### config.mk
export PLATFORM = sky130hd
export DESIGN_NAME = ctrl_multiciclo
export DESIGN_NICKNAME = d
export VERILOG_FILES = /design/src/rtl/ctrl_multiciclo.sv
export SDC_FILE = /design/constraint.sdc
export NUM_CORES = 1
export LEC_CHECK = 0
export ABC_AREA = 1
export CAP_MARGIN = 20
export CORE_ASPECT_RATIO = 1.25
export CORE_MARGIN = 2
export CORE_UTILIZATION = 37
export CTS_CLUSTER_SIZE = 8
export DETAILED_ROUTE_END_ITERATION = 10
export PLACE_DENSITY = 0.8
export SYNTH_ARGS = -nofsm -noshare
export SYNTH_HDL_FRONTEND = slang
export SYNTH_SLANG_ARGS = --single-unit
export TNS_END_PERCENT = 20
### constraint.sdc
create_clock -name CLK -period 1.4 [get_ports CLK]
set_input_delay 0.14 -clock CLK [delete_from_list [all_inputs] [get_ports CLK]]
set_output_delay 0.14 -clock CLK [all_outputs]
set_load 0.1 [all_outputs]
### src/rtl/ctrl_multiciclo.sv
// -----------------------------------------------------------------------------
// ctrl_multiciclo
//
// Multicycle control unit for the RV64 datapath. It steps one instruction at a
// time through fetch, decode, execute, memory and write-back. Every datapath
// strobe and mux select is driven from here. Supported instructions are add,
// sub, addi, ld, sd, beq, bne, lui and break. Any other encoding raises
// ILLEGAL and is skipped by advancing the PC.
//
// Ports
//   CLK           in   system clock, rising edge
//   RESET         in   asynchronous, active-low reset
//   OPCODE[6:0]   in   IR[6:0]
//   FUNCT3[2:0]   in   IR[14:12]
//   FUNCT7[6:0]   in   IR[31:25]
//   IGUAL         in   ALU equality flag (A == B), combinational from the ALU
//   PC_WRITE .. MEM64_WR  out  one-cycle register/memory write strobes
//   PC_SRC        out  0: PC <= ALU result, 1: PC <= ALUOUT (branch target)
//   ALU_SRCA      out  0: PC, 1: A
//   ALU_SRCB[1:0] out  00: B, 01: 4, 10: imm, 11: imm << 1
//   ALU_SELECTOR  out  001 add, 010 sub, 111 compare, 000 idle
//   MEM_TO_REG    out  write-back source: 00 ALUOUT, 01 MDR, 10 imm
//   ILLEGAL       out  one-cycle pulse in DECODE on an unsupported encoding
//   HALTED        out  high while the machine is halted
//   STATE[3:0]    out  current state code, for debug
// -----------------------------------------------------------------------------
module ctrl_multiciclo (
  input  logic       CLK,
  input  logic       RESET,
  input  logic [6:0] OPCODE,
  input  logic [2:0] FUNCT3,
  input  logic [6:0] FUNCT7,
  input  logic       IGUAL,
  output logic       PC_WRITE,
  output logic       IR_WRITE,
  output logic       LOAD_A,
  output logic       LOAD_B,
  output logic       LOAD_ALUOUT,
  output logic       LOAD_MDR,
  output logic       BANCO_WRITE,
  output logic       MEM64_WR,
  output logic       PC_SRC,
  output logic       ALU_SRCA,
  output logic [1:0] ALU_SRCB,
  output logic [2:0] ALU_SELECTOR,
  output logic [1:0] MEM_TO_REG,
  output logic       ILLEGAL,
  output logic       HALTED,
  output logic [3:0] STATE
);

  // State codes are visible on STATE, so the encoding is fixed.
  typedef enum logic [3:0] {
    S_RESET       = 4'd0,
    S_FETCH       = 4'd1,
    S_FETCH_WAIT  = 4'd2,
    S_DECODE      = 4'd3,
    S_EXEC_R      = 4'd4,
    S_EXEC_I      = 4'd5,
    S_ADDR        = 4'd6,
    S_MEM_RD      = 4'd7,
    S_MEM_RD_WAIT = 4'd8,
    S_WB_LD       = 4'd9,
    S_MEM_WR      = 4'd10,
    S_WB_ALU      = 4'd11,
    S_LUI         = 4'd12,
    S_BRANCH      = 4'd13,
    S_NEXT_PC     = 4'd14,
    S_HALT        = 4'd15
  } state_t;

  // Opcode values
  localparam logic [6:0] OP_RTYPE  = 7'b0110011;
  localparam logic [6:0] OP_IMM    = 7'b0010011;
  localparam logic [6:0] OP_LOAD   = 7'b0000011;
  localparam logic [6:0] OP_STORE  = 7'b0100011;
  localparam logic [6:0] OP_LUI    = 7'b0110111;
  localparam logic [6:0] OP_BEQ    = 7'b1100011;
  localparam logic [6:0] OP_BNE    = 7'b1100111;
  localparam logic [6:0] OP_SYSTEM = 7'b1110011;

  // ALU selector values
  localparam logic [2:0] ALU_ADD = 3'b001;
  localparam logic [2:0] ALU_SUB = 3'b010;
  localparam logic [2:0] ALU_CMP = 3'b111;

  state_t r_state;
  state_t w_next;

  // ---------------------------------------------------------------------------
  // Instruction decode. These are only meaningful from DECODE onward, while
  // the IR holds the current instruction.
  // ---------------------------------------------------------------------------
  logic w_is_add;
  logic w_is_sub;
  logic w_is_rtype;
  logic w_is_addi;
  logic w_is_ld;
  logic w_is_sd;
  logic w_is_lui;
  logic w_is_beq;
  logic w_is_bne;
  logic w_is_break;
  logic w_taken;

  assign w_is_add   = (OPCODE == OP_RTYPE) && (FUNCT3 == 3'b000) &&
                      (FUNCT7 == 7'b0000000);
  assign w_is_sub   = (OPCODE == OP_RTYPE) && (FUNCT3 == 3'b000) &&
                      (FUNCT7 == 7'b0100000);
  assign w_is_rtype = w_is_add || w_is_sub;
  assign w_is_addi  = (OPCODE == OP_IMM)   && (FUNCT3 == 3'b000);
  assign w_is_ld    = (OPCODE == OP_LOAD)  && (FUNCT3 == 3'b011);
  assign w_is_sd    = (OPCODE == OP_STORE) && (FUNCT3 == 3'b111);
  assign w_is_lui   = (OPCODE == OP_LUI);
  assign w_is_beq   = (OPCODE == OP_BEQ)   && (FUNCT3 == 3'b000);
  assign w_is_bne   = (OPCODE == OP_BNE)   && (FUNCT3 == 3'b001);
  assign w_is_break = (OPCODE == OP_SYSTEM);

  // Branch outcome. BRANCH is only entered for beq or bne, so anything that
  // is not beq here is a bne.
  assign w_taken = (OPCODE == OP_BEQ) ? IGUAL : !IGUAL;

  // ---------------------------------------------------------------------------
  // State register
  // ---------------------------------------------------------------------------
  // NOTE: sequential state uses non-blocking assignments so that every flop
  // samples the pre-edge values, whatever order the simulator runs processes in.
  always_ff @(posedge CLK or negedge RESET) begin
    if (!RESET) begin
      r_state <= S_RESET;
    end else begin
      r_state <= w_next;
    end
  end

  assign STATE = r_state;

  // ---------------------------------------------------------------------------
  // Next-state and output logic
  // ---------------------------------------------------------------------------
  logic w_pc_inc;  // request the shared PC + 4 control set

  // NOTE: every signal written here gets a default first, so no path through
  // the case statement can leave one unassigned and infer a latch.
  always_comb begin
    w_next       = r_state;
    w_pc_inc     = 1'b0;
    PC_WRITE     = 1'b0;
    IR_WRITE     = 1'b0;
    LOAD_A       = 1'b0;
    LOAD_B       = 1'b0;
    LOAD_ALUOUT  = 1'b0;
    LOAD_MDR     = 1'b0;
    BANCO_WRITE  = 1'b0;
    MEM64_WR     = 1'b0;
    PC_SRC       = 1'b0;
    ALU_SRCA     = 1'b0;
    ALU_SRCB     = 2'b00;
    ALU_SELECTOR = 3'b000;
    MEM_TO_REG   = 2'b00;
    ILLEGAL      = 1'b0;
    HALTED       = 1'b0;

    case (r_state)
      S_RESET: begin
        w_next = S_FETCH;
      end

      // Memory is addressed by PC here. The IR is loaded a cycle later,
      // once the synchronous read data is valid.
      S_FETCH: begin
        w_next = S_FETCH_WAIT;
      end

      S_FETCH_WAIT: begin
        IR_WRITE = 1'b1;
        w_next   = S_DECODE;
      end

      // Read the register file into A/B. Speculatively compute the branch
      // target PC + (imm << 1) into ALUOUT in case this is a branch.
      S_DECODE: begin
        LOAD_A       = 1'b1;
        LOAD_B       = 1'b1;
        LOAD_ALUOUT  = 1'b1;
        ALU_SRCA     = 1'b0;
        ALU_SRCB     = 2'b11;
        ALU_SELECTOR = ALU_ADD;
        if (w_is_rtype) begin
          w_next = S_EXEC_R;
        end else if (w_is_addi) begin
          w_next = S_EXEC_I;
        end else if (w_is_ld || w_is_sd) begin
          w_next = S_ADDR;
        end else if (w_is_lui) begin
          w_next = S_LUI;
        end else if (w_is_beq || w_is_bne) begin
          w_next = S_BRANCH;
        end else if (w_is_break) begin
          w_next = S_HALT;
        end else begin
          ILLEGAL = 1'b1;
          w_next  = S_NEXT_PC;
        end
      end

      S_EXEC_R: begin
        ALU_SRCA     = 1'b1;
        ALU_SRCB     = 2'b00;
        ALU_SELECTOR = w_is_sub ? ALU_SUB : ALU_ADD;
        LOAD_ALUOUT  = 1'b1;
        w_next       = S_WB_ALU;
      end

      S_EXEC_I: begin
        ALU_SRCA     = 1'b1;
        ALU_SRCB     = 2'b10;
        ALU_SELECTOR = ALU_ADD;
        LOAD_ALUOUT  = 1'b1;
        w_next       = S_WB_ALU;
      end

      // Effective address A + imm, shared by loads and stores.
      S_ADDR: begin
        ALU_SRCA     = 1'b1;
        ALU_SRCB     = 2'b10;
        ALU_SELECTOR = ALU_ADD;
        LOAD_ALUOUT  = 1'b1;
        w_next       = w_is_ld ? S_MEM_RD : S_MEM_WR;
      end

      S_MEM_RD: begin
        w_next = S_MEM_RD_WAIT;
      end

      S_MEM_RD_WAIT: begin
        LOAD_MDR = 1'b1;
        w_next   = S_WB_LD;
      end

      S_WB_LD: begin
        BANCO_WRITE = 1'b1;
        MEM_TO_REG  = 2'b01;
        w_pc_inc    = 1'b1;
        w_next      = S_FETCH;
      end

      S_MEM_WR: begin
        MEM64_WR = 1'b1;
        w_pc_inc = 1'b1;
        w_next   = S_FETCH;
      end

      S_WB_ALU: begin
        BANCO_WRITE = 1'b1;
        MEM_TO_REG  = 2'b00;
        w_pc_inc    = 1'b1;
        w_next      = S_FETCH;
      end

      S_LUI: begin
        BANCO_WRITE = 1'b1;
        MEM_TO_REG  = 2'b10;
        w_pc_inc    = 1'b1;
        w_next      = S_FETCH;
      end

      // The ALU compares A and B. A taken branch loads the target already
      // waiting in ALUOUT. A branch that is not taken falls through to the
      // PC + 4 step.
      S_BRANCH: begin
        ALU_SRCA     = 1'b1;
        ALU_SRCB     = 2'b00;
        ALU_SELECTOR = ALU_CMP;
        if (w_taken) begin
          PC_SRC   = 1'b1;
          PC_WRITE = 1'b1;
          w_next   = S_FETCH;
        end else begin
          w_next   = S_NEXT_PC;
        end
      end

      S_NEXT_PC: begin
        w_pc_inc = 1'b1;
        w_next   = S_FETCH;
      end

      // Only reset leaves HALT.
      S_HALT: begin
        HALTED = 1'b1;
        w_next = S_HALT;
      end

      default: begin
        w_next = S_RESET;
      end
    endcase

    // PC <= PC + 4. The states that request this drive no other ALU controls,
    // so applying it after the case cannot conflict.
    if (w_pc_inc) begin
      ALU_SRCA     = 1'b0;
      ALU_SRCB     = 2'b01;
      ALU_SELECTOR = ALU_ADD;
      PC_SRC       = 1'b0;
      PC_WRITE     = 1'b1;
    end
  end

endmodule

==> flow_summary.ini, run 1 <==
[status]
status = aborted with a tool error
stop_stage = clock tree synthesis (4_1_cts)
error = [ERROR DPL-0038] Utilization greater than 100%, impossible to legalize

[placement]
place.port_buffers = 42
dp_hpwl_um = 2870
place.gp.congestion = 0.842

[floorplan]
io_pins = 43
rows = 17
fp.dieH_um = 52.7
start_util = 0.393
dieWidth_um = 43.0

[yosys]
synth.avg_cell_area_um2 = 5.09
synthDistinctLibCells = 19
yosys_warnings = 0
syn_inst = 138
synthFlopType = dfrtp_1
yosys.area.top_type_share = 0.182
synth_common_cells = nand2_1 (34), nor2_1 (34), inv_1 (30)
synth_seq_area_share = 0.143
synth_area_leaders = nand2_1 (18%), nor2_1 (18%), inv_1 (16%), dfrtp_1 (14%), nand3_1 (6.4%)
ys_seq_elements = 4
synth_area_um2 = 702
synth_top_area_cell = nand2_1
synth_fp_nets = 158
synth_edf_count = 0
postSynth.asyncResetShare = 1.00

[clock_tree]
htree_num_levels = 1
cts_resized = 36
cts_sinks = 4
clk_path_buf_depth = 2
hold_buffers = 0
cts_setup_buffers = 8
cts_buffers = 3
cts_root_buf = clkbuf_4
==> cell families after synthesis <==
group | after synthesis | share of synthesized area
DFF | 4 | 0.143
xor gates and xnor gates | 1 | 0.0125
and+or+nand+nor | 95 | 0.619
AOI/OAI and AO/OA | 7 | 0.0552
buffers and inverters | 31 | 0.171
==> metrics by stage <==
step	cells	TNS (ps)	setup slack (ps)	cell area [um^2]
detailed placement	225	-2670	-318	1650
global placement	225	-1610	-249	1650
floorplan	138	-19380	-1280	777
==> run 2, diff against run 1 <==
--- a/config.mk
+++ b/config.mk
@@ -7,12 +7,10 @@
 export LEC_CHECK = 0
 export ABC_AREA = 1
 export CAP_MARGIN = 20
-export CORE_ASPECT_RATIO = 1.25
-export CORE_MARGIN = 2
-export CORE_UTILIZATION = 37
-export CTS_CLUSTER_SIZE = 8
+export CORE_AREA = 2 2 63 65
 export DETAILED_ROUTE_END_ITERATION = 10
-export PLACE_DENSITY = 0.8
+export DIE_AREA = 0 0 65 67
+export PLACE_DENSITY_LB_ADDON = 0.15
 export SYNTH_ARGS = -nofsm -noshare
 export SYNTH_HDL_FRONTEND = slang
 export SYNTH_SLANG_ARGS = --single-unit
==> run 2 against run 1 <==
Effect of this change:
- the flow now finishes, with violations (setup timing)
- synthesized area is the same
- synthesized cell count stayed put
==> flow_summary.ini, run 2 <==
[floorplan]
dieWidth_um = 65
io_pins = 43
rows = 22
core_area_um2 = 3610
start_util = 0.195
fp.dieH_um = 67
dieArea_um2 = 4360

[yosys]
syn_inst = 138
synthFlopType = dfrtp_1
synth.avg_cell_area_um2 = 5.09
synth_area_leaders = nand2_1 (18%), nor2_1 (18%), inv_1 (16%), dfrtp_1 (14%), nand3_1 (6.4%)
postSynth.asyncResetShare = 1.00
yosys_warnings = 0
ys_seq_elements = 4
yosys.area.top_type_share = 0.182
synth_fp_nets = 158
synthDistinctLibCells = 19
synth_edf_count = 0
synth_area_um2 = 702
synth_top_area_cell = nand2_1
synth_common_cells = nand2_1 (34), nor2_1 (34), inv_1 (30)
synth_seq_area_share = 0.143

[sta]
setup_viol = 21
worstMarginPinSlew_ps = 300
hold_slack_ps = 118
max_freq_ghz = 0.584
timing.max_slew.rel_slack = 0.798
period_share = 1.22
drv_slew = 0
fin_skew_ps = 2.09
layout_min_cycle_time_ps = 1710
hold_violations = 0
rsz0062_at_grt = true
layout_setup_ws_ps = -312

[placement]
place.port_buffers = 42
place.gp.congestion = 0.914
post_dp_cell_area_um2 = 1740
post-place-ws_ps = -295
dp_hpwl_um = 2300
dp_cells = 262

[route]
detail_route.first_pass.iterations = 4
drt-wirelength-per-cell_um = 10.6
final_antenna_net_count = 0
routed_wl_um = 2940
drc = 0
viasPerCell = 4.21
vias = 1167
drt-initial-drc-count = 39

[global_routing]
grt.busiest_layer = met2
grt_antenna_before_repair = 0
grt_usage = 0.132
grt_pass1_wl_um = 4540
met3_usage = 0.0220
met2_usage = 0.287
grt_overflow_total = 0
grt_start_max_net_pins = 7
grt_pass1_vias = 1111
met1_usage = 0.118

[final_layout]
ff_latch_area_um2 = 115
nets = 251
multi_input_area_um2 = 634
diodes = 0
nFillCells = 351
layout-drive-gt1-share = 0.524
final_cells = 277
final_cell_mix = buf_4 (41), nand2_1 (25), inv_1 (23), buf_12 (23), nor2_1 (21)
largest_register_ffs = 4
fin_area_um2 = 2000
layout_commonest_cell = buf_4
areaGrowthSynthToFinish_pct = 184

[setup_path]
cp.required_ps = 1260
crit_fanout = 6
endpoint_kind = primary output
r2r_slack_ps = -180
path_class = reg -> out
cp-start-kind = register
crit_arrival_ps = 1570
reg2reg_depth = 9

[clock_tree]
cts_root_buf = clkbuf_8
htree_num_levels = 1
cts_sinks = 4
clk_path_buf_depth = 2
hold_buffers = 0
cts_buffers = 3
path_clk_slew_ps = 30
cts_tree = yes
worstSkewPairLatency_ps = 220

[min_path]
hold_class = in -> async

[pwr]
ir_worst_vdd_uv = 222
leakage_uw = 0.000934
power_uw = 469
power.density_nw_per_um2 = 235

[flow_run]
cap_violations = 0

[status]
violations = setup timing
status = finished with violations
==> run 2: cell type report <==
| cell class | count | share of cell area |
|---|---|---|
| Inverter | 30 | 0.0602 |
| Tap cell | 48 | 0.0301 |
| Clock buffer | 3 | 0.0207 |
| Timing Repair Buffer | 89 | 0.514 |
| Sequential cell | 4 | 0.0576 |
| Multi-Input combinational cell | 103 | 0.318 |
==> run 2: what timing repair did <==
action / in CTS / in global routing
pin swaps: 6 / 12
gates cloned: 0 / 0
resized for setup: 21 / 24
buffers inserted: 8 / 4
endpoints found under the setup margin: 21 / 23
==> run 2: metrics by stage <==
step	util	setup TNS [ps]
final	0.554	-4300
after global routing	0.554	-5620
after CTS	0.527	-4220
after detailed placement	0.483	-2330
after global placement	0.483	-2110
after floorplan	-	-19380
==> run 2: final timing paths <==
check,endpoint,startpoint
max,ALU_SELECTOR[0],STATE[2]$_DFF_PN0_
min,STATE[3]$_DFF_PN0_,RESET
max reg2reg,STATE[3]$_DFF_PN0_,STATE[2]$_DFF_PN0_
min reg2reg,STATE[1]$_DFF_PN0_,STATE[2]$_DFF_PN0_
max in group asynchronous,STATE[0]$_DFF_PN0_,RESET
min in group CLK,STATE[2]$_DFF_PN0_,OPCODE[6]
==> run 2: cell families (layout without fill, tap and decap cells) <==
group / Yosys count / count (layout) / synth area share
AND/OR/NAND/NOR: 95 / 95 / 0.619
buffers and inverters: 31 / 122 / 0.171
AO/OA/AOI/OAI: 7 / 7 / 0.0552
flip-flops: 4 / 4 / 0.143
XOR/XNOR: 1 / 1 / 0.0125
==> run 2: power breakdown <==
part / switching (uW) / internal (uW)
Clock: 56.7 / 183
Combinational: 47.7 / 64.7
Sequential: 0 / 117
Total: 104 / 364
==> run 2: critical path, cell delays in order (launching register included) <==
cell and delay, ps:
dfrtp_4 510, nand2_2 110, inv_2 40, nand2_2 120
nand2_8 60, a21oi_4 140, nand4_1 160, buf_12 200
==> run 2: per-layer routing <==
metal	vias to the layer above	share of wire	wire, um
met5	-	0	0
met4	0	0.014	40
met3	4	0.044	128
met2	34	0.58	1720
met1	525	0.36	1050
li1	604	-	-
No activity file was read; power rests on OpenSTA's default activity.
==> run 3, diff against run 2 <==
--- a/config.mk
+++ b/config.mk
@@ -7,9 +7,12 @@
 export LEC_CHECK = 0
 export ABC_AREA = 1
 export CAP_MARGIN = 20
-export CORE_AREA = 2 2 63 65
+export CELL_PAD_IN_SITES_DETAIL_PLACEMENT = 2
+export CELL_PAD_IN_SITES_GLOBAL_PLACEMENT = 2
+export CORE_MARGIN = 2
+export CORE_UTILIZATION = 16
+export CTS_CLUSTER_DIAMETER = 100
 export DETAILED_ROUTE_END_ITERATION = 10
-export DIE_AREA = 0 0 65 67
 export PLACE_DENSITY_LB_ADDON = 0.15
 export SYNTH_ARGS = -nofsm -noshare
 export SYNTH_HDL_FRONTEND = slang
==> run 3 against run 2 <==
Effect of this change:
- the run still ends with setup timing left
- critical path depth is 1 lower
- die area rose by 13%
- largest power group unchanged
- power increased by 1.2%
- sequential share of layout area increased by 0.15 points
- final cell count fell by 1.1%
- maximum frequency fell by 4.7%
- highest routed layer unchanged
- hold slack better by 15 ps
- critical endpoint unchanged
==> flow_summary.ini, run 3 (synthesis results as in run 2) <==
[status]
status = finished with violations
violations = setup timing

[setup_path]
cp_slowest_cell = dfrtp_4
timing.rr.start = STATE[3]$_DFF_PN0_
endpoint_kind = primary output
cp-start-kind = register
worstPathCellList = nand2_4 -> nor2_4 -> buf_4 -> nor2_2 -> nand4_1 -> buf_12
cp.required_ps = 1260
path_class = reg -> out
worstSetupStartpoint = STATE[0]$_DFF_PN0_
crit_fanout = 7
max_stage_delay_ps = 540
crit_arrival_ps = 1660

[clock_tree]
path_clk_slew_ps = 30
clk_path_buf_depth = 2
worstSkewPairLatency_ps = 210
cts_tree = yes
cts_root_buf = clkbuf_8
cts_sinks = 4
htree_num_levels = 1
hold_buffers = 0
cts_buffers = 3

[route]
met2WireLength_um = 2620
wl_met1_um = 1390
vias = 1199
drt-initial-drc-count = 22
final_antenna_net_count = 0
detail_route.first_pass.iterations = 4
highest_layer = met4
drc = 0
drt-wirelength-per-cell_um = 15.1
met3_length_um = 93
viasPerCell = 4.38
routed_wl_um = 4130

[pwr]
leakage_uw = 0.000898
power.density_nw_per_um2 = 244
ir_worst_vdd_uv = 159

[floorplan]
dieArea_um2 = 4930
core_area_um2 = 4290
io_pins = 43
start_util = 0.163
rows = 24
dieWidth_um = 70.2
fp.dieH_um = 70.2

[final_layout]
areaGrowthSynthToFinish_pct = 177
layout_commonest_cell = buf_4
nFillCells = 479
layout-drive-gt1-share = 0.536
largest_register_ffs = 4
utilization = 0.453
nets = 244
final_cell_mix = buf_4 (38), nand2_1 (23), buf_12 (23)
diodes = 0
final_cells = 274

[sta]
period_share = 1.28
setup_viol = 22
fin_skew_ps = 2.43
layout_setup_ws_ps = -397
drv_slew = 0
hold_violations = 0
max_freq_ghz = 0.557
layout_min_cycle_time_ps = 1800
worstMarginPinSlew_ps = 339
rsz0062_at_grt = true
timing.max_slew.rel_slack = 0.772

[global_routing]
grt_usage = 0.154
grt_antenna_before_repair = 0
grt_overflow_total = 0
grt_start_max_net_pins = 8
grt_pass1_vias = 1299
grt_pass1_wl_um = 6090

[flow_run]
cap_violations = 0

[placement]
dp_cells = 266
place.port_buffers = 42
dp_hpwl_um = 3110
place.gp.congestion = 0.764

[min_path]
hold_class = in -> async
## run 3: cell count changes in the layout (fill, tap and decap cells not counted), sizes merged
| cell | delta |
|---|---|
| dlymetal6s2s | +1 |
| clkdlybuf4s50 | -1 |
| buf | -7 |
## run 3: final timing paths
kind | to | slack [ps] | cells past startpoint
min | STATE[2]$_DFF_PN0_ | 130 | 1
max in group asynchronous | STATE[3]$_DFF_PN0_ | 1070 | 1
max | ALU_SELECTOR[0] | -400 | 6
max reg2reg | STATE[0]$_DFF_PN0_ | -190 | 9
min in group CLK | STATE[1]$_DFF_PN0_ | 550 | 6
min reg2reg | STATE[1]$_DFF_PN0_ | 900 | 7
## run 3: metal layers
metal	up-vias	global-route usage
li1	586	-
met1	580	0.154
met2	31	0.339
met3	2	0.00866
met4	0	0.0256
met5	-	0
## run 3: worst max-delay path, delay by kind of cell (launching register included)
kind | cells | cell delay [ps]
flops | 1 | 540
buf+inv | 2 | 350
simple gates | 4 | 530
## run 3: per-stage QoR
stage / instance area (um^2) / hold WS [ps] / total power [uW] / setup TNS, ps / setup slack (ps)
after CTS: 1870 / 139 / 474 / -4290 / -353
final: 1950 / 133 / 474 / -5610 / -397
after global placement: 1750 / 343 / 229 / -2400 / -308
after global routing: 1950 / 132 / 506 / -6920 / -457
after floorplan: 777 / -156 / 154 / -19380 / -1280
after detailed placement: 1750 / 353 / 236 / -3320 / -404
## run 3: final cells by class
cell class                      instances  area (um^2)  area share
Tap cell                               52         65.1      0.0334
Clock buffer                            3         41.3      0.0212
Inverter                               30          118      0.0604
Timing Repair Buffer                   82          961       0.494
Sequential cell                         4          115      0.0591
Multi-Input combinational cell        103          647       0.332
## run 3: power breakdown
group          leakage, uW  internal, uW  switching (uW)
registers        0.0000358           116               0
clock network    0.0000216           183            57.8
logic             0.000841          64.6            52.3
total             0.000898           364             110
## run 3: what timing repair did
| action | 4_1_cts | 5_1_grt |
|---|---|---|
| cloned | 0 | 0 |
| resized for setup | 29 | 20 |
| pin swaps | 5 | 12 |
| buffers inserted | 1 | 4 |
| endpoints found under the setup margin | 22 | 22 |
==> run 4, diff against run 3 <==
--- a/config.mk
+++ b/config.mk
@@ -14,6 +14,7 @@
 export CTS_CLUSTER_DIAMETER = 100
 export DETAILED_ROUTE_END_ITERATION = 10
 export PLACE_DENSITY_LB_ADDON = 0.15
+export SETUP_SLACK_MARGIN = 0.2
 export SYNTH_ARGS = -nofsm -noshare
 export SYNTH_HDL_FRONTEND = slang
 export SYNTH_SLANG_ARGS = --single-unit
==> run 4 against run 3 <==
Effect of this change:
- the flow still finishes with violations (setup timing)
- maximum frequency down 2.9%
- global-route usage unchanged
- sequential share of layout area down 0.053 points
- wire length up 1.1%
- first-iteration DRC count down 9.1%
- clock power about the same
- worst setup slack worse by 53 ps
- sequential power about the same
- critical path type unchanged
- largest power group unchanged
==> flow_summary.ini, run 4 (synthesis results as in run 2) <==
[clock_tree]
htree_num_levels = 1
hold_buffers = 0
path_clk_slew_ps = 30
cts_sinks = 4
cts_root_buf = clkbuf_8
worstSkewPairLatency_ps = 220
cts_tree = yes
cts_buffers = 3
clk_path_buf_depth = 2

[setup_path]
cp.required_ps = 1260
crit_cells = 6
cp_slowest_cell = dfrtp_4
path_class = reg -> out
cp-start-kind = register
reg2reg_depth = 9
endpoint_kind = primary output
worstPathCellList = nand2_4 -> nor2_4 -> buf_4 -> nor2_2 -> nand4_1 -> buf_12
path_buf_inv = 2
crit_arrival_ps = 1710
max_stage_delay_ps = 540
crit_fanout = 7
critical-path-top-delay-family = simple AND/OR/NAND/NOR gates

[global_routing]
grt_usage = 0.154
grt_antenna_before_repair = 0
grt_overflow_total = 0
grt_pass1_vias = 1299
grt_pass1_wl_um = 6090
grt_start_max_net_pins = 8

[final_layout]
fin_area_um2 = 1960
nFillCells = 490
areaGrowthSynthToFinish_pct = 180
nets = 245
layout_commonest_cell = buf_4
largest_register_ffs = 4
layout-drive-gt1-share = 0.538
diodes = 0
final_cell_mix = buf_4 (36), nand2_1 (23), buf_12 (23)

[placement]
post-place-ws_ps = -404
post_dp_cell_area_um2 = 1750
place.port_buffers = 42
dp_hpwl_um = 3110
place.gp.congestion = 0.764

[pwr]
leakage_uw = 0.000899
ir_worst_vdd_uv = 158
p_sw_uw = 111
share_comb_of_total_power = 0.244
switching_share = 0.235
power_uw = 475
power.density_nw_per_um2 = 242
p_int_uw = 364
seq_power_share = 0.245
p_clk_frac = 0.511

[sta]
rsz0062_at_grt = true
worstMarginPinSlew_ps = 339
layout_min_cycle_time_ps = 1850
hold_violations = 0
layout_setup_ws_ps = -450
drv_slew = 0
hold_slack_ps = 127
timing.max_slew.rel_slack = 0.772
max_freq_ghz = 0.541
setup_viol = 22
fin_skew_ps = 2.52
period_share = 1.32

[floorplan]
dieArea_um2 = 4930
core_area_um2 = 4290
start_util = 0.163
fp.dieH_um = 70.2
rows = 24
dieWidth_um = 70.2
io_pins = 43

[route]
drt-initial-drc-count = 20
routed_wl_um = 4180
drt-wirelength-per-cell_um = 15.2
drc = 0
vias = 1216
viasPerCell = 4.42
final_antenna_net_count = 0
detail_route.first_pass.iterations = 4

[flow_run]
cap_violations = 0

[status]
status = finished with violations
violations = setup timing

[min_path]
hold_class = in -> async
==> run 4: repair_timing <==
| item | 4_1_cts | 5_1_grt |
|---|---|---|
| setup buffers | 1 | 5 |
| setup endpoints to repair | 23 | 26 |
| cloned | 0 | 0 |
| pin swaps | 5 | 12 |
| gates resized for setup | 30 | 23 |
==> run 4: power by group through the flow <==
stage          logic [uW]  registers [uW]  clock network, uW
6_report              116             116                243
5_1_grt               129             116                260
4_1_cts               117             117                240
3_5_place_dp          118             118                  0
3_3_place_gp          111             118                  0
2_1_floorplan        36.4             118                  0
==> run 4: worst paths after layout <==
kind | startpoint | to | slack [ps]
max | STATE[0]$_DFF_PN0_ | ALU_SELECTOR[0] | -450
min in group CLK | OPCODE[2] | STATE[1]$_DFF_PN0_ | 570
max reg2reg | STATE[3]$_DFF_PN0_ | STATE[0]$_DFF_PN0_ | -200
max in group asynchronous | RESET | STATE[3]$_DFF_PN0_ | 1080
min | RESET | STATE[2]$_DFF_PN0_ | 130
min reg2reg | STATE[3]$_DFF_PN0_ | STATE[1]$_DFF_PN0_ | 900
==> run 4: metal layers <==
| metal | vias to the layer above | global-route usage | share of wire |
|---|---|---|---|
| li1 | 587 | - | - |
| met1 | 590 | 0.154 | 0.34 |
| met2 | 34 | 0.339 | 0.63 |
| met3 | 5 | 0.00866 | 0.022 |
| met4 | 0 | 0.0256 | 0.012 |
| met5 | - | 0 | 0 |
==> run 4: cell type report <==
| type | count | area [um^2] | area share |
|---|---|---|---|
| sequential | 4 | 115 | 0.0586 |
| multi-input combinational | 103 | 647 | 0.329 |
| tap | 52 | 65.1 | 0.0331 |
| timing repair buffer | 83 | 976 | 0.497 |
| inverter | 30 | 120 | 0.0611 |
| clock buffer | 3 | 41.3 | 0.0210 |
==> run 4: through the flow <==
stage          setup TNS (ps)  cells  utilization
4_1_cts                 -4280    270        0.436
2_1_floorplan          -19380    138            -
3_5_place_dp            -3320    266        0.407
5_1_grt                 -6680    275        0.457
3_3_place_gp            -2400    266        0.407
6_report                -5440    275        0.457
==> run 4: worst reg2reg max path, delay by kind of cell (launching register included) <==
| kind | cells | cell delay [ps] |
|---|---|---|
| buffers and inverters | 3 | 360 |
| DFF | 1 | 520 |
| and+or+nand+nor | 6 | 580 |
==> patch, RTL diff (config.mk and constraints of run 3) <==
Make the reset (`RESET`) synchronous in one clocked block. Comments in the files are not updated.
--- a/src/rtl/ctrl_multiciclo.sv
+++ b/src/rtl/ctrl_multiciclo.sv
@@ -125,7 +125,7 @@
   // ---------------------------------------------------------------------------
   // NOTE: sequential state uses non-blocking assignments so that every flop
   // samples the pre-edge values, whatever order the simulator runs processes in.
-  always_ff @(posedge CLK or negedge RESET) begin
+  always_ff @(posedge CLK) begin
     if (!RESET) begin
       r_state <= S_RESET;
     end else begin
Behaviour: differs if RESET is asserted again (counterexample within 4 cycles, from zero or initial values and one cycle with RESET low); with RESET held inactive, the same outputs for 10 cycles.
==> patch against run 3 <==
  * The run still ends with setup timing left
  * Clock skew hardly changed
  * Worst setup slack better by 52 ps
  * Area after synthesis is 6.4% lower
  * Routed wire length is 42% higher
  * Synthesized cell count is 3.6% lower
  * Sequential share of layout area is 1.4 points lower
  * Global-route usage is 5.1 points higher
  * Cell area is 7.5% higher
  * Core utilization is 7.3 points higher
  * Sequential cell count stayed put
  * Count of clock-buffer cells in the layout stayed put
Power is left out: it rests on default switching activity, and per cell area and clock period it moved more than threefold.
==> patch: results (changes against run 3) <==
ratio of cells with drive above 1 in the final layout: 65.3% (was 53.6%)
met3 track demand over resource: 2.14% (was 0.866%)
DP HPWL: 3360 µm (was 3110 µm)
status: complete, but fails checks (unchanged)
met1 Use GR: 20.3% (was 15.4%)
CP Data Arrival Time: 1600 ps (was 1660 ps)
Non-CTS inverters: 18 (was 30)
failing checks: setup timing (unchanged)
Synth async-reset ratio: 0% (was 100%)
ClkCell Share: 1.97% (was 2.12%)
Worst-Margin Slew: 279 ps (was 339 ps)
largest net degree at the start of global routing: 9 (was 8)
fin worst setup slack: -344 ps (was -397 ps)
largest stage delay on the critical path: 430 ps (was 540 ps)
Compound-Gate Fraction of Synth Area: 6.29% (was 5.53%)
Hold Path Class: input pin to flop (was input pin to asynchronous set/reset pin)
r2r startpoint: STATE[1]$_SDFF_PN0_ (was STATE[3]$_DFF_PN0_)
Synth cell types: 20 (was 19)
Non-clk bufs: 83 (was 82)
routability cong.: 0.775 (was 0.764)
Final #Nets: 238 (was 244)
clk_skew: 2.88 ps (was 2.43 ps)
fin cells: 266 (was 274)
footprint of the multi-input gates: 823 µm² (was 647 µm²)
WL met1: 2210 µm (was 1390 µm)
Non-clock buffers, area share: 46.8% (was 49.4%)
grt met2 use: 45.1% (was 33.9%)
# fillers: 415 (was 479)
met2 routed WL: 3310 µm (was 2620 µm)
Crit Reg-Reg Endpoint: STATE[3]$_SDFF_PN0_ (was STATE[0]$_DFF_PN0_)
initial drt markers: 24 (was 22)
Clk Latency, worst-skew pair: 230 ps (was 210 ps)
CP Capture Point: PC_WRITE (was ALU_SELECTOR[0])
Seq/total area: 4.55% (was 5.91%)
first-pass GRT wire length: 7070 µm (was 6090 µm)
Syn Area/Cell: 4.94 µm² (was 5.09 µm²)
comb_multi_in: 108 (was 103)
Final setup viols: 21 (was 22)
CP startpoint: STATE[0]$_SDFF_PN0_ (was STATE[0]$_DFF_PN0_)
XOR/XNOR share of the synthesized area: 0% (was 1.25%)
Main synth FF type: dfxtp_1 (was dfrtp_1)
-- patch: changes by cell type after synthesis, sizes merged, moves of 3 or more --
cell   before  now
nand3      11   17
nor3        2    5
dfrtp       4    0
nor2       38   35
dfxtp       0    4
inv        30   18
-- patch: timing repair --
| item | CTS | global route |
|---|---|---|
| endpoints found under the hold margin | 0 | 0 |
| cloned | 0 | 0 |
| gates resized for setup | 49 | 34 |
| setup endpoints to repair | 22 | 22 |
| hold buffers | 0 | 0 |
| pin swaps | 20 | 13 |
| buffers inserted | 9 | 10 |
-- patch: through the flow --
step	utilization (%)	setup WS [ps]	cell area (µm²)	setup TNS, ps	hold WS [ps]
after global routing	52.7	-382	2090	-4380	578
after global placement	43.6	-333	1730	-2580	667
final	52.7	-344	2090	-3370	562
after detailed placement	43.6	-426	1730	-3320	672
after floorplan	-	-1310	837	-16280	300
after CTS	48.6	-223	1930	-2370	542
